**src/rtl/servo_dt_pkg.sv**
```systemverilog
// servo_dt_pkg: definitions shared by the servo dead-time inserter.
//   phase_state_e : per-phase switch state (both off, upper on, lower on)
//   DT_ADDR_*     : Avalon-MM register addresses
package servo_dt_pkg;

    typedef enum logic [1:0] {
        PH_OFF  = 2'd0,
        PH_U_ON = 2'd1,
        PH_L_ON = 2'd2
    } phase_state_e;

    localparam logic [1:0] DT_ADDR_DT    = 2'd0;
    localparam logic [1:0] DT_ADDR_EN    = 2'd1;
    localparam logic [1:0] DT_ADDR_CLR   = 2'd2;
    localparam logic [1:0] DT_ADDR_IRQEN = 2'd3;

endpackage

```
**src/rtl/servo_dt_phase.sv**
```systemverilog
// servo_dt_phase: dead-time FSM for one inverter leg.
//   clk, reset        : clock, synchronous active-high reset
//   enable            : 0 holds the leg off (the off counter keeps running)
//   force_off         : fault, forces OFF and holds the off counter at zero
//   dt                : minimum number of both-off cycles before a turn-on
//   u_drive, l_drive  : raw upper/lower requests from the modulator
//   u_out, l_out      : registered gate drives
module servo_dt_phase
    import servo_dt_pkg::*;
#(
    parameter int DT_WIDTH = 8
) (
    input  logic                clk,
    input  logic                reset,
    input  logic                enable,
    input  logic                force_off,
    input  logic [DT_WIDTH-1:0] dt,
    input  logic                u_drive,
    input  logic                l_drive,
    output logic                u_out,
    output logic                l_out
);

    phase_state_e        state_q, state_d;
    logic [DT_WIDTH-1:0] cnt_q, cnt_d;
    logic                u_q, u_d;
    logic                l_q, l_d;

    logic                u_req, l_req;
    logic [DT_WIDTH-1:0] dt_eff;
    logic [DT_WIDTH:0]   cnt_inc;
    logic                gap_ok;

    // Both requests high is contradictory and treated as "no request".
    assign u_req   = u_drive & ~l_drive;
    assign l_req   = l_drive & ~u_drive;
    // A zero dead time still leaves one OFF cycle between the switches.
    assign dt_eff  = (dt == '0) ? DT_WIDTH'(1) : dt;
    // One bit wider so a saturated counter never wraps in the compare.
    assign cnt_inc = {1'b0, cnt_q} + (DT_WIDTH + 1)'(1);
    assign gap_ok  = cnt_inc >= {1'b0, dt_eff};

    always_comb begin
        state_d = state_q;
        cnt_d   = cnt_q;
        if (force_off) begin
            state_d = PH_OFF;
            cnt_d   = '0;
        end else begin
            unique case (state_q)
                PH_OFF: begin
                    if (enable && u_req && gap_ok) begin
                        state_d = PH_U_ON;
                    end else if (enable && l_req && gap_ok) begin
                        state_d = PH_L_ON;
                    end else if (cnt_q != '1) begin
                        cnt_d = cnt_q + DT_WIDTH'(1);
                    end
                end
                PH_U_ON: begin
                    // Always via OFF, never straight to the other switch.
                    if (!enable || !u_req) begin
                        state_d = PH_OFF;
                        cnt_d   = '0;
                    end
                end
                PH_L_ON: begin
                    if (!enable || !l_req) begin
                        state_d = PH_OFF;
                        cnt_d   = '0;
                    end
                end
                default: begin
                    state_d = PH_OFF;
                    cnt_d   = '0;
                end
            endcase
        end
        u_d = (state_d == PH_U_ON);
        l_d = (state_d == PH_L_ON);
    end

    always_ff @(posedge clk) begin
        if (reset) begin
            state_q <= PH_OFF;
            cnt_q   <= '1;
            u_q     <= 1'b0;
            l_q     <= 1'b0;
        end else begin
            state_q <= state_d;
            cnt_q   <= cnt_d;
            u_q     <= u_d;
            l_q     <= l_d;
        end
    end

    assign u_out = u_q;
    assign l_out = l_q;

endmodule

```
**src/rtl/servo_deadtime.sv**
```systemverilog
// servo_deadtime: three-phase dead-time inserter and fault gate.
//   clk, reset           : clock, synchronous active-high reset
//   MMS_addr/write/data  : Avalon-MM write-only register port
//                          0 dt, 1 enable, 2 fault clear, 3 irq_en
//   Udrive_in, Ldrive_in : raw per-phase requests from the modulator
//   fault_n              : external fault, active low
//   Uout, Lout           : registered, dead-time-gated gate drives
//   fault_irq            : one-cycle pulse when the fault latch sets (irq_en=1)
//   fault_active         : fault latch state
// Build option SERVO_DT_FAULT_SYNC_EN: when defined fault_n goes through a
// 2-flop synchroniser; otherwise it is assumed synchronous to clk.
module servo_deadtime
    import servo_dt_pkg::*;
#(
    parameter int DT_WIDTH = 8,
    parameter int DT_RESET = 10
) (
    input  logic        clk,
    input  logic        reset,
    input  logic [1:0]  MMS_addr,
    input  logic        MMS_write,
    input  logic [31:0] MMS_writedata,
    input  logic [0:2]  Udrive_in,
    input  logic [0:2]  Ldrive_in,
    input  logic        fault_n,
    output logic [0:2]  Uout,
    output logic [0:2]  Lout,
    output logic        fault_irq,
    output logic        fault_active
);

    logic [DT_WIDTH-1:0] dt_q, dt_d;
    logic                en_q, en_d;
    logic                irq_en_q, irq_en_d;
    logic                fault_q, fault_d;
    logic                irq_q, irq_d;

    logic                fault_s;
    logic                fault_set;
    logic                clr_req;
    logic                force_off;
    logic                unused_wd;

    assign unused_wd = &{1'b0, MMS_writedata[31:DT_WIDTH]};

`ifdef SERVO_DT_FAULT_SYNC_EN
    logic sync1_q, sync2_q;

    always_ff @(posedge clk) begin
        if (reset) begin
            sync1_q <= 1'b1;
            sync2_q <= 1'b1;
        end else begin
            sync1_q <= fault_n;
            sync2_q <= sync1_q;
        end
    end

    assign fault_s = sync2_q;
`else
    assign fault_s = fault_n;
`endif

    always_comb begin
        dt_d      = dt_q;
        en_d      = en_q;
        irq_en_d  = irq_en_q;
        fault_set = ~fault_s;
        clr_req   = MMS_write && (MMS_addr == DT_ADDR_CLR) && MMS_writedata[0];
        if (MMS_write && (MMS_addr == DT_ADDR_DT))    dt_d     = MMS_writedata[DT_WIDTH-1:0];
        if (MMS_write && (MMS_addr == DT_ADDR_EN))    en_d     = MMS_writedata[0];
        if (MMS_write && (MMS_addr == DT_ADDR_IRQEN)) irq_en_d = MMS_writedata[0];
        // An active fault overrides a clear in the same cycle.
        fault_d   = fault_set | (fault_q & ~clr_req);
        irq_d     = fault_d & ~fault_q & irq_en_q;
        // The raw fault term kills the outputs on the very next edge; the
        // latched term keeps counters at zero until one cycle after a clear,
        // so restart always waits a full dead time.
        force_off = fault_set | fault_q;
    end

    always_ff @(posedge clk) begin
        if (reset) begin
            dt_q     <= DT_WIDTH'(DT_RESET);
            en_q     <= 1'b0;
            irq_en_q <= 1'b0;
            fault_q  <= 1'b0;
            irq_q    <= 1'b0;
        end else begin
            dt_q     <= dt_d;
            en_q     <= en_d;
            irq_en_q <= irq_en_d;
            fault_q  <= fault_d;
            irq_q    <= irq_d;
        end
    end

    for (genvar gi = 0; gi < 3; gi++) begin : g_phase
        servo_dt_phase #(
            .DT_WIDTH (DT_WIDTH)
        ) u_phase (
            .clk       (clk),
            .reset     (reset),
            .enable    (en_q),
            .force_off (force_off),
            .dt        (dt_q),
            .u_drive   (Udrive_in[gi]),
            .l_drive   (Ldrive_in[gi]),
            .u_out     (Uout[gi]),
            .l_out     (Lout[gi])
        );
    end

    assign fault_irq    = irq_q;
    assign fault_active = fault_q;

endmodule
```
**config.mk**
```make
export PLATFORM = sky130hd
export DESIGN_NAME = servo_deadtime
export DESIGN_NICKNAME = d
export VERILOG_FILES = /design/src/rtl/servo_dt_pkg.sv /design/src/rtl/servo_dt_phase.sv /design/src/rtl/servo_deadtime.sv
export SDC_FILE = /design/constraint.sdc
export NUM_CORES = 1
export LEC_CHECK = 0
export CAP_MARGIN = 20
export CORE_ASPECT_RATIO = 1.75
export CORE_MARGIN = 5
export CORE_UTILIZATION = 48
export DETAILED_ROUTE_END_ITERATION = 8
export PLACE_DENSITY = 0.76
export SYNTH_ARGS = -nofsm -noshare
export SYNTH_HDL_FRONTEND = slang
export SYNTH_SLANG_ARGS = --single-unit
```
**constraint.sdc**
```tcl
create_clock -name clk -period 3 [get_ports clk]
set_clock_uncertainty 0.05 [all_clocks]
set_input_delay 0.45 -clock clk [delete_from_list [all_inputs] [get_ports clk]]
set_output_delay 0.45 -clock clk [all_outputs]
set_load 0.02 [all_outputs]
```
Word level (Yosys, flattened, before mapping)

Index checks and enable logic that the tools add are counted.

Register bits after elaboration: 48
Logic and storage cells: 157
Output and inout bits: 8
Input port bits: 44

Multiplexer cells: 40
Bitwise operators: 20
Add/sub/neg operators: 6
$lt $le $gt $ge: 3
Reductions and logical operators: 38
Equality and inequality tests: 33

Operators by type and width:

| cell                  | number |
|---|---|
| $mux W8               | 19 |
| $pmux W8 S3           | 3 |
| $mux W2               | 15 |
| $add A8 B1 Y9 const B | 3 |
| $ge A9 B8 Y1          | 3 |
| $ne A3 B2 Y1 const B  | 9 |
| $add A8 B1 Y8 const B | 3 |
| $ne A8 B8 Y1 const B  | 3 |
| $ne A3 B3 Y1 const B  | 6 |
| $pmux W2 S3           | 3 |
| $logic_and A1 B1 Y1   | 17 |
| $eq A2 B2 Y1 const B  | 8 |
| $reduce_and A5 Y1     | 3 |
| $eq A2 B1 Y1 const B  | 7 |
| $and A1 B1 Y1         | 9 |
| $not A1 Y1            | 9 |
| $logic_not A2 Y1      | 4 |
| $logic_not A8 Y1      | 1 |
| $logic_not A1 Y1      | 7 |
| $logic_or A1 B1 Y1    | 6 |
| $or A1 B1 Y1          | 2 |

Logic depth before layout (Yosys ltp)

Depth after elaboration: 9
Depth in mapped cells: 12
Mapped depth without buffers: 11

Modules after synthesis

From an unflattened synthesis, not the netlist that was laid out.

Cell total of the unflattened synthesis: 369
Area total of the unflattened synthesis: 3271.9 um2

Modules (own cells, without submodules):

| module         | area each (um2) | cells an instance | sequential area each (um2) | instances |
|---|---|---|---|---|
| servo_dt_phase | 914.6           | 106               | 240.2                      | 3 |
| servo_deadtime | 528.0           | 51                | 240.2                      | 1 |

Least setup slack after synthesis

No wires, ideal clock.

Path type: flip-flop to flip-flop
From: register g_phase[1].u_phase.cnt_q[0]
To: register g_phase[1].u_phase.cnt_q[0]
Data arrival time: 2828 ps
Data required time: 2828 ps
Cell stages (with the launch flop): 13
Path buffers: 1
Setup slack: 0 ps
Cells stage by stage: dfxtp_1 > ha_1 > nand2_1 > or3_1 > buf_2 > xnor2_1 > ha_1 > and4_1 > o21ai_0 > o211ai_1 > a211oi_4 > nor2b_1 > a221o_1

Cells in the longest elaborated chain, start to end: 6
Elaborated cells on any way between the ends: 15
Classes of those cells: add/sub (2); order compare (1); eq/ne (4); mux (5); reduce/logical (3)

Ends and longest elaborated chain:

| element                                                               | RTL line             | text |
|---|---|---|
| start, declared                                                       | servo_dt_phase.sv:25 | `logic [DT_WIDTH-1:0] cnt_q, cnt_d;` |
| start signal, assigned                                                | servo_dt_phase.sv:91 | `cnt_q <= cnt_d;` |
| parallel branches: the longest is 6 deep, another holds $add A8 B1 Y9 | --                   |  |

Parallel ways; which one is timed is not known. The select of a mux whose other input is x is not followed.
A chain may end at the register's enable or synchronous reset.

Final worst setup path

From: register g_phase[0].u_phase.cnt_q[1]
To: register g_phase[0].u_phase.cnt_q[2]

Cells in the longest elaborated chain, start to end: 6
Elaborated cells on any way between the ends: 15
Classes of those cells: add/sub (2); order compare (1); eq/ne (4); mux (5); reduce/logical (3)

Ends and longest elaborated chain:

| element                                                               | RTL line |
|---|---|
| start, declared                                                       | servo_dt_phase.sv:25 |
| start signal, assigned                                                | servo_dt_phase.sv:91 |
| parallel branches: the longest is 6 deep, another holds $add A8 B1 Y9 | -- |

Parallel ways; which one is timed is not known. The select of a mux whose other input is x is not followed.

==> summary.md <==
| Metric | Value |
|---|---|
| Final setup viols | 0 |
| Mux contribution to synthesized area | 0.969% |
| Critical path type | flip-flop to flip-flop |
| Total CTS buffers | 5 |
| Total of max-cap violations | 0 |
| Initial Util | between 40 and 50% |
| Multi-input combinational cell area | 2060 sq um |
| Core footprint | about 6200 sq um |
| Period utilization | 97.7% |
| Die ar. | a little over 8000 sq um |
| Root Driver | clkbuf_8 |
| Design area | 3840 sq um |
| Yosys top cell by area | dfxtp_1 |
| Pins Over Slew Limit | 0 |
| CP startpoint kind | flip-flop |
| Yosys top cell area share | a little under a third |
| # fillers | 560 |
| FF+latch area | 971 sq um |
| FMAX | around 340 MHz |
| Post-synthesis cell type count | 52 |
| Measured slew at the worst slew-check pin | ~0.84 ns |
| Share of layout cells above drive strength 1 | between 15 and 20% |
| Detailed Place HPWL | 5.97 mm |
| Port buffer count | 27 |
| Detail-routed via count per cell | a little under 6 |
| Top post-synthesis cells by area | dfxtp_1 (31%), ha_1 (11%), nor2_1 (5.3%) |
| CTS tree | built |
| Worst setup margin | 0.0686 ns |
| Syn Area/Cell | approximately 8.5 sq um |
| Area Growth Syn to Fin | 23.8% |
| Largest family of logic cells by synthesized area | compound AO/OA/AOI/OAI gates |
| Run status | finished, final reports clean |
| Post-synth ARST share | 0% |
| Final WL | about 7.8 mm |
| Final hold violation count | 0 |
| Iter 0 DRT Violations | around 150 |
| Syn_nets | approximately 430 |
| Final nets | just under 500 |
| Place WS | slightly below 0.01 ns |
| CTS clk-pin slew, worst paths | roughly 0.10 ns |
| Diodes inserted | 0 |
| RD Place Congestion | slightly above 0.9 |
| Pwr per Cell Area | 431 nW/um^2 |
| Post-Syn Instances | 363 |
| GRT overflow | 0 |
| Die height | roughly 120 microns |
| Antenna-violating nets left | 0 |
| Relative slew slack | a little over two fifths |
| VDD IR max | 0.000284 V |
| Top post-synthesis cells by count | dfxtp_1 (48), nor2_1 (44), ha_1 (27) |
| Most frequent cell after synthesis | dfxtp_1 |
| Clock sink count | between 40 and 50 |
| Worst reg-to-reg setup slack | ~0.069 ns |
| Post-DP Area | between 3000 and 4000 sq um |
| CTS H-tree depth | 2 |
| Synth Cell Area | about 3100 sq um |
| Largest buffer count on any clock path | 2 |
| Initial antenna violation count | 0 |
| Routed len/inst | ~16 microns |
| Compound-Gate Fraction of Synth Area | about a quarter |
| Max Fanout on Critical Path | 5 |
| GR Util All Layers | between 10% and 20% |
| Hold-fix buffers at CTS | 0 |
| Post-synthesis adder-cell area fraction | between 10% and 20% |
| Drt drc | 0 |
| HP Class | flip-flop to flip-flop |
| Simple-gate portion of the synthesized area | approximately 23% |
| Std cell rows | 38 |
| FF+latch count, synth | between 40 and 50 |
| I/O pins | 52 |
| CP Capture Type | flip-flop |
| Final Critical Period | 2.93 ns |
| EDFF count, synth | 0 |
| Yosys warning total | 0 |
| Largest net degree at the start of global routing | 29 |
| First-pass GRT wire length | between 10 and 15 mm |
| Worst Path Required | ~3.2 ns |
| Die X | about 71 microns |
| Seq/Total Area, Yosys | a little under a third |
| Vias in the first global route | 2845 |
| Top FF cell, synth | dfxtp_1 |
| Arrival time at the worst endpoint | 3.10 ns |
| First-pass iteration count of the detailed router | 5 |
| Post-Synth XOR/XNOR Area | under 10% |
| Leak Pwr | 1.64 nW |
| Clock Latency Late Sink | 0.32 ns |
| Vias | 2918 |
==> sequential cells by signal, summed over array words and instances (netlist names) <==
name / cells
g_phase.u_phase.cnt_q: 24
g_phase.u_phase.state_q: 6
g_phase.u_phase.l_out: 3
fault_irq: 1
dt_q: 8
fault_active: 1
g_phase.u_phase.u_out: 3
irq_en_q: 1
en_q: 1
==> per-layer routing <==
| layer | track usage (%) | wire [microns] | up-vias |
|---|---|---|---|
| met5 | 0 | 0 | - |
| met4 | 9.54 | 284 | 0 |
| met2 | 38.6 | 4360 | 50 |
| li1 | - | - | 1460 |
| met3 | 3.45 | 237 | 23 |
| met1 | 18.9 | 2890 | 1385 |
==> worst max-delay path, cell delays in order, from the launching register on <==
cell	delay, ns
dfxtp_2	0.36
ha_2	0.21
nand3_1	0.15
xnor2_2	0.18
ha_1	0.33
a211oi_2	0.24
nor2_1	0.10
or3_4	0.34
o21a_4	0.22
o311a_1	0.33
a311o_1	0.31
==> repair_timing <==
| action | in CTS | in global routing |
|---|---|---|
| resized for setup | 1 | 17 |
| endpoints found under the setup margin | 3 | 17 |
| buffers inserted | 0 | 8 |
| pin swaps | 1 | 6 |
==> path summary, 6_finish.rpt <==
check | startpoint | end | depth (start not counted)
setup / recovery | g_phase[0].u_phase.cnt_q[1]$_SDFFE_PP1P_ | g_phase[0].u_phase.cnt_q[2]$_SDFFE_PP1P_ | 10
hold / removal | irq_en_q$_SDFFE_PP0P_ | fault_irq$_SDFF_PP0_ | 1
setup reg to reg | g_phase[0].u_phase.cnt_q[1]$_SDFFE_PP1P_ | g_phase[0].u_phase.cnt_q[2]$_SDFFE_PP1P_ | 10
hold reg to reg | irq_en_q$_SDFFE_PP0P_ | fault_irq$_SDFF_PP0_ | 1
==> power breakdown <==
group	leakage, nW	switching (mW)	internal, mW	total, mW
sequential	0.396	0.0427	0.676	0.719
clock	0.0541	0.240	0.247	0.487
combinational	1.19	0.227	0.221	0.449
total	1.64	0.510	1.14	1.66
==> per-stage QoR <==
stage	utilization [%]	power [mW]	cells	setup TNS, ns	hold WS, ns
5_1_grt	61.6	1.75	498	-0.0564	0.458
3_5_place_dp	57.9	1.15	482	0	0.429
4_1_cts	59.8	1.64	490	0	0.445
3_3_place_gp	57.9	1.13	482	0	0.423
6_report	61.6	1.66	498	0	0.441
2_1_floorplan	-	1.00	363	0	0.405
==> cell families (layout without fill, tap and decap cells) <==
logic type | count (synthesis) | after routing
fa+ha+maj | 27 | 27
compound gates | 100 | 100
buf+inv | 28 | 83
xor+xnor | 20 | 20
simple gates | 137 | 137
flops | 48 | 48
mux | 3 | 3
==> cell type report <==
class	instances	share of cell area, %
clock inverters	3	1.11
multi-input cells	287	53.8
well taps	80	2.61
flip-flops and latches	48	25.3
repair buffers	62	14.2
clock buffers	5	1.79
inverters	13	1.27
==> layout by cell type, fill, tap and decap left out, types with 4 or more instances in the layout <==
cell	instances
xor2_1	7
a31oi_1	4
o21ai_0	16
inv_1	13
nor2_1	42
o211ai_1	5
xnor2_1	11
or2_2	5
ha_1	25
dfxtp_1	40
nand3_1	14
o311a_1	13
dfxtp_2	8
nand2b_1	4
a311o_1	6
clkbuf_8	5
nand4_1	4
buf_4	33
nor3b_1	9
nor3_1	9
a211o_1	10
clkdlybuf4s50_1	27
and3_1	6
nand2_1	23
a21oi_1	20
(Power assumes the default switching activity.)
